## config.mk

```make
export PLATFORM = sky130hd
export DESIGN_NAME = period_meter
export DESIGN_NICKNAME = d
export VERILOG_FILES = /design/src/rtl/period_meter.sv
export SDC_FILE = /design/constraint.sdc
export NUM_CORES = 1
export LEC_CHECK = 0
export ABC_AREA = 1
export CAP_MARGIN = 0
export CELL_PAD_IN_SITES_DETAIL_PLACEMENT = 0
export CELL_PAD_IN_SITES_GLOBAL_PLACEMENT = 2
export CORE_ASPECT_RATIO = 0.7
export CORE_MARGIN = 1.5
export CORE_UTILIZATION = 36
export CTS_CLUSTER_DIAMETER = 30
export DETAILED_ROUTE_END_ITERATION = 12
export PLACE_DENSITY = 0.83
export RECOVER_POWER = 50
export SYNTH_ARGS = -nofsm -noshare
export SYNTH_HDL_FRONTEND = slang
export SYNTH_SLANG_ARGS = --single-unit
export TNS_END_PERCENT = 1
```

## constraint.sdc

```tcl
create_clock -name clk -period 7.3 [get_ports clk]
set_input_delay 1.46 -clock clk [delete_from_list [all_inputs] [get_ports clk]]
set_output_delay 1.46 -clock clk [all_outputs]
set_load 0.005 [all_outputs]
```

## src/rtl/period_meter.sv

```systemverilog
// Measures period and high time of a slow asynchronous square wave in clk cycles.
// Results are handed to a consumer through a valid/ack handshake with overrun detection.
module period_meter #(
  parameter int unsigned CNT_W       = 26,
  parameter int unsigned SYNC_STAGES = 2
) (
  input  logic             clk,
  input  logic             clr,
  input  logic             sig_in,
  output logic [CNT_W-1:0] period_out,
  output logic [CNT_W-1:0] high_out,
  output logic             period_valid,
  input  logic             period_ack,
  output logic             overrun,
  output logic             no_sig
);

  typedef enum logic [0:0] {StIdle, StMeasure} state_e;

  localparam logic [CNT_W-1:0] CntMax = '1;
  localparam logic [CNT_W-1:0] CntOne = {{(CNT_W-1){1'b0}}, 1'b1};

  state_e                 state_q;
  logic [SYNC_STAGES-1:0] sync_q;
  logic                   s;
  logic                   s_d;
  logic                   rise;
  logic                   rise_q;
  logic [CNT_W-1:0]       cnt_q;
  logic [CNT_W-1:0]       hcnt_q;

  assign s    = sync_q[SYNC_STAGES-1];
  assign rise = s & ~s_d;

  // rise is registered so the measurement runs one cycle behind s; s_d is the
  // level aligned with rise_q, so the rise cycle itself always counts as high.
  always_ff @(posedge clk or posedge clr) begin
    if (clr) begin
      sync_q <= '0;
      s_d    <= 1'b0;
      rise_q <= 1'b0;
    end else begin
      sync_q <= {sync_q[SYNC_STAGES-2:0], sig_in};
      s_d    <= s;
      rise_q <= rise;
    end
  end

  always_ff @(posedge clk or posedge clr) begin
    if (clr) begin
      state_q      <= StIdle;
      cnt_q        <= '0;
      hcnt_q       <= '0;
      period_out   <= '0;
      high_out     <= '0;
      period_valid <= 1'b0;
      overrun      <= 1'b0;
      no_sig       <= 1'b0;
    end else begin
      if (period_ack && period_valid) begin
        period_valid <= 1'b0;
        overrun      <= 1'b0;
      end
      unique case (state_q)
        StIdle: begin
          if (rise_q) begin
            state_q <= StMeasure;
            cnt_q   <= CntOne;
            hcnt_q  <= CntOne;
            no_sig  <= 1'b0;
          end
        end
        StMeasure: begin
          if (rise_q) begin
            period_out   <= cnt_q;
            high_out     <= hcnt_q;
            period_valid <= 1'b1;
            // A capture coinciding with ack means the old result was consumed.
            if (period_valid && !period_ack) begin
              overrun <= 1'b1;
            end
            cnt_q  <= CntOne;
            hcnt_q <= CntOne;
          end else if (cnt_q == CntMax) begin
            no_sig  <= 1'b1;
            state_q <= StIdle;
          end else begin
            cnt_q <= cnt_q + CntOne;
            if (s_d) begin
              hcnt_q <= hcnt_q + CntOne;
            end
          end
        end
        default: state_q <= StIdle;
      endcase
    end
  end

endmodule

```

# After elaboration in Yosys (flattened, before gate mapping)
# Cells that the tools add are included.
dict set report op_classes {
  add_sub_neg 2
  eq_ne 6
  n_mux 23
  bitwise 3
  n_reduce_logical 7
}
# op count
set op_table {}
lappend op_table {{26-bit two-way mux} 6}
lappend op_table {{26-bit one-hot mux with 2 select lines} 2}
lappend op_table {{26-bit by 1-bit adder with 26-bit output (second input constant)} 2}
lappend op_table {{26-bit == test (second input constant)} 1}
lappend op_table {{1-bit two-way mux} 13}
lappend op_table {{3-bit AND reduction} 2}
lappend op_table {{2-bit inequality test (second input constant)} 2}
lappend op_table {{1-bit one-hot mux with 2 select lines} 2}
lappend op_table {{2-bit AND reduction} 2}
lappend op_table {{3-bit by 1-bit inequality test with 1-bit output (second input constant)} 1}
lappend op_table {{3-bit inequality test (second input constant)} 1}
lappend op_table {{1-bit logical AND} 2}
lappend op_table {{2-bit by 1-bit inequality test with 1-bit output (second input constant)} 1}
lappend op_table {{1-bit NOT} 2}
lappend op_table {{1-bit AND} 1}
lappend op_table {{1-bit logical NOT} 1}
dict set report word_totals {
  ff_bits 112
  input_bits 4
  out_inout_bits 55
}

# Longest topological paths before layout
dict set report logic_depth {
  depth_word 5
  depth_mapped 11
  ltp_nobuf 11
}

# Worst setup path after synthesis
# Ideal clock, no wire load.
dict set report synth_path {
  path_kind {register to output}
  start {reg period_valid}
  end {out period_valid}
  t_arrival_ps 373
  t_required_ps 5840
  setup_slack_ps 5467
  stages_incl_launch_ff 1
  n_path_buf 0
  cell_sequence {dfrtp_1}
}
# element line_no
set synth_rtl {}
lappend synth_rtl {{from (decl)} 12} ;# output logic period_valid,
lappend synth_rtl {{from (signal assigned)} 56} ;# period_valid <= 1'b0;
lappend synth_rtl {{from (signal assigned)} 61} ;# period_valid <= 1'b0;
lappend synth_rtl {{from (signal assigned)} 77} ;# period_valid <= 1'b1;
# No word-level cell between the ends.

==> implementation parameters <==
Parameter                              Value

Clock network
  Post-cts gate resize count ... 0
  Clock input transition at the sequential cells of the worst setup and hold paths ... 0.07 ns
  Longest Clk Path Bufs ... 2
  CTS buffer count ... 9
  Clock root buffer ... sky130_fd_sc_hd__clkbuf_16
  # clock sinks ... 112
  H-tree Lvls ... 3
  Buffers inserted by post-CTS timing repair ... 0
  Cts hold-fix bufs ... 0
  Clock tree from TritonCTS ... built
  Source-to-sink clock delay at the later pin of the worst-skew pair ... 0.35 ns

Routing
  Post-DR wirelength/cell ... 15.07 um
  Final routed wirelength across all metal layers ... 15.20 mm
  Remaining antenna violation count after routing ... 0
  Number of remaining DRC errors ... 0
  Via-to-Cell Ratio ... 4.940
  Total vias in the final route ... 4980
  Detailed router's first-iteration violation count ... 286
  Drt pass-1 iters ... 5

Final layout
  Antenna cell count ... 0
  Final non-filler cell total ... 1008
  Proportion of layout cells with a drive suffix above 1 ... 8.911%
  Cell area after layout ... 0.006794 sq mm
  Area taken by flip-flops and latches ... 0.002803 sq mm
  Area overhead of the layout relative to synthesis ... 17.81%
  Filler Cells Inserted ... 1567
  Combined area of the multi-input logic cells ... 0.002504 sq mm
  Final Net Count ... 809

STA
  Post-Route Setup TNS ... 0 ns
  Final Skew ... 0.006151 ns
  Final clock period utilization by the worst path ... 52.78%
  Setup repair after global routing missed its margin ... no
  Max Clock Freq ... 259.5 MHz
  Worst rel slew slack ... -65.23%
  Time the worst path needs with I/O delays and setup ... 3.853 ns
  Worst path setup slack after routing ... 3.447 ns
  Actual transition at the worst max-transition pin ... 2.465 ns
  Final-report max-slew violation count ... 57
  Final count of negative-setup-slack endpoints ... 0
  Count of final hold-check violations ... 0

Synth
  Mean post-synth cell area ... 7.658 sq um
  Post-synthesis async set-or-reset flop share ... 100.0%
  Primary flip-flop cell chosen by synthesis mapping ... sky130_fd_sc_hd__dfrtp_1
  Synthesized flop and latch total ... 112
  Number of unique standard cell types used by synthesis ... 29
  Number of warning messages in the yosys log ... 0
  Number of cells produced by synthesis ... 753
  Most used standard cell by instance count after synthesis ... sky130_fd_sc_hd__nand2_1
  Count of flip-flops with a built-in enable after synthesis ... 0
  Share of the synthesized area in the top cell type ... 48.60%
  Post-synth net total ... 759
  Part of the Yosys area used for sequential elements ... 48.60%
  Commonest cells in the netlist ... 244 x sky130_fd_sc_hd__nand2_1, 112 x sky130_fd_sc_hd__dfrtp_1, 77 x sky130_fd_sc_hd__o21ai_0
  Main area contributors after synthesis ... sky130_fd_sc_hd__dfrtp_1 49%, sky130_fd_sc_hd__nand2_1 16%, sky130_fd_sc_hd__o21ai_0 6.7%
  Netlist area before placement ... 0.005767 sq mm
  Post-synth top area cell ... sky130_fd_sc_hd__dfrtp_1

Placed design
  Pre-CTS setup slack ... 4.033 ns
  Placed Cells incl. Taps ... 992
  Routability congestion estimate from global placement ... 0.8485
  Cell Area, Placed ... 0.006492 sq mm
  Placed wire-length estimate after detailed placement ... 10.92 mm
  Buffers on Ports ... 58

Worst setup path
  Critical path capture point type ... asynchronous set/reset pin
  Critical setup path kind ... input pin to asynchronous set/reset pin
  R2R setup slack ... 4.56 ns
  Launching point of the worst reg2reg path ... cnt_q[0]
  Critical register-to-register path endpoint ... cnt_q[18]
  Worst EP arrival ... 4.26 ns
  Worst EP required ... 7.71 ns
  Category of the worst setup path launch point ... input pin
  Maximum fanout along the worst path ... 57
  FF-to-FF path depth ... 9

Floorplanning
  Number of top-level design ports ... 59
  Initial Util ... 36.98%
  Core Rows ... 38
  Die area ... 0.01680 sq mm
  DIE WIDTH ... 154.3 um
  Core Footprint ... 0.01560 sq mm
  Die Ht ... 108.9 um

Global route
  Initial antenna violation count ... 0
  Global-route wire length before repair ... 24.70 mm
  Maximum number of pins on one net before global-route repair ... 100
  Total grt overflow ... 0
  Via count of the first global-routing pass ... 4591
  All-Layer GR Usage ... 19.08%

Flow run
  MaxCap Viol Count ... 1

Run status
  Violated checks ... max-capacitance violations, max-slew violations
  Run status ... finished with violations

Hold path
  Hold/Removal Path Class ... register to register
  Hold path startpoint ... sync_q[0]
  Capture endpoint of the worst hold path ... sync_q[1]
  Worst hold path cell count ... 0

Power and ir drop
  Power Density ... 210.2 mW/mm^2
  Highest ir drop seen on vdd ... 0.0001072 V
  Standby leakage power ... 2.941 nW
  Power, Total ... 1.428 mW
[stage by stage]
stage          utilization [%]  hold WS [ns]
2_1_floorplan                -        0.3312
3_3_place_gp             41.63        0.3380
3_5_place_dp             41.63        0.3347
4_1_cts                  43.84        0.3523
5_1_grt                  43.57        0.3594
6_report                 43.57        0.3517
[sequential cells by signal, indices dropped and copies added, names as in the netlist, named ones only]
| name | cells |
|---|---|
| state_q | 1 |
| s_d | 1 |
| hcnt_q | 26 |
| sync_q | 2 |
| period_out | 26 |
| period_valid | 1 |
| high_out | 26 |
| no_sig | 1 |
| cnt_q | 26 |
| rise_q | 1 |
[per-layer routing]
| layer | vias to the layer above | GRT usage [%] | wire length [um] |
|---|---|---|---|
| met3 | 10 | 5.048 | 989 |
| li1 | 2508 | - | - |
| met1 | 2328 | 31.19 | 8425 |
| met5 | - | 0 | 0 |
| met4 | 0 | 4.190 | 126 |
| met2 | 134 | 24.05 | 5654 |
[cell usage in the layout, fill, tap and decap left out, types with 3 or more instances in the layout]
cell type,instances
sky130_fd_sc_hd__bufinv_16,3
sky130_fd_sc_hd__nor2_2,4
sky130_fd_sc_hd__clkdlybuf4s50_1,56
sky130_fd_sc_hd__nor3_1,3
sky130_fd_sc_hd__xor2_1,6
sky130_fd_sc_hd__inv_1,71
sky130_fd_sc_hd__clkbuf_16,9
sky130_fd_sc_hd__nand4_1,15
sky130_fd_sc_hd__o21ai_2,20
sky130_fd_sc_hd__nor2_1,72
sky130_fd_sc_hd__nand2_1,246
sky130_fd_sc_hd__nand2_2,23
sky130_fd_sc_hd__buf_4,4
sky130_fd_sc_hd__nand3_1,53
sky130_fd_sc_hd__dfrtp_1,112
sky130_fd_sc_hd__a21oi_1,7
sky130_fd_sc_hd__o21ai_0,85
[cell type report]
type                            count  share of cell area (%)
Sequential cell                   112                   41.25
Multi-Input combinational cell    543                   36.85
Clock inverter                      6                   1.694
Timing Repair Buffer               62                   8.987
Tap cell                          200                   3.683
Inverter                           75                   4.162
Clock buffer                       10                   3.370
[how the worst max path moves through the flow]
stage          start                         end  slack, ns  cells past startpoint
2_1_floorplan    clr  asynchronous set/reset pin       2.88                      1
3_3_place_gp     clr                   cnt_q[19]       4.05                      3
3_5_place_dp     clr                   cnt_q[24]       4.03                      3
4_1_cts          clr                   cnt_q[24]       4.43                      3
5_1_grt          clr                   cnt_q[19]       2.94                      3
6_report         clr                   cnt_q[24]       3.45                      3
[where the power goes]
| group | internal (mW) | switching, mW |
|---|---|---|
| clock network | 0.338 | 0.235 |
| logic | 0.0678 | 0.0905 |
| registers | 0.659 | 0.0380 |
[critical path: stages]
cell,delay (ns)
sky130_fd_sc_hd__dlygate4sd3_1,0.55
sky130_fd_sc_hd__clkinvlp_2,1.40
sky130_fd_sc_hd__buf_4,0.79
[logic make-up after synthesis]
family          synth area share, %
simple gates                  31.44
compound gates                11.26
flops                         48.60
buf+inv                       7.355
xor+xnor                     0.9113
fa+ha+maj                    0.4339
No activity file was read; power rests on OpenSTA's default activity.
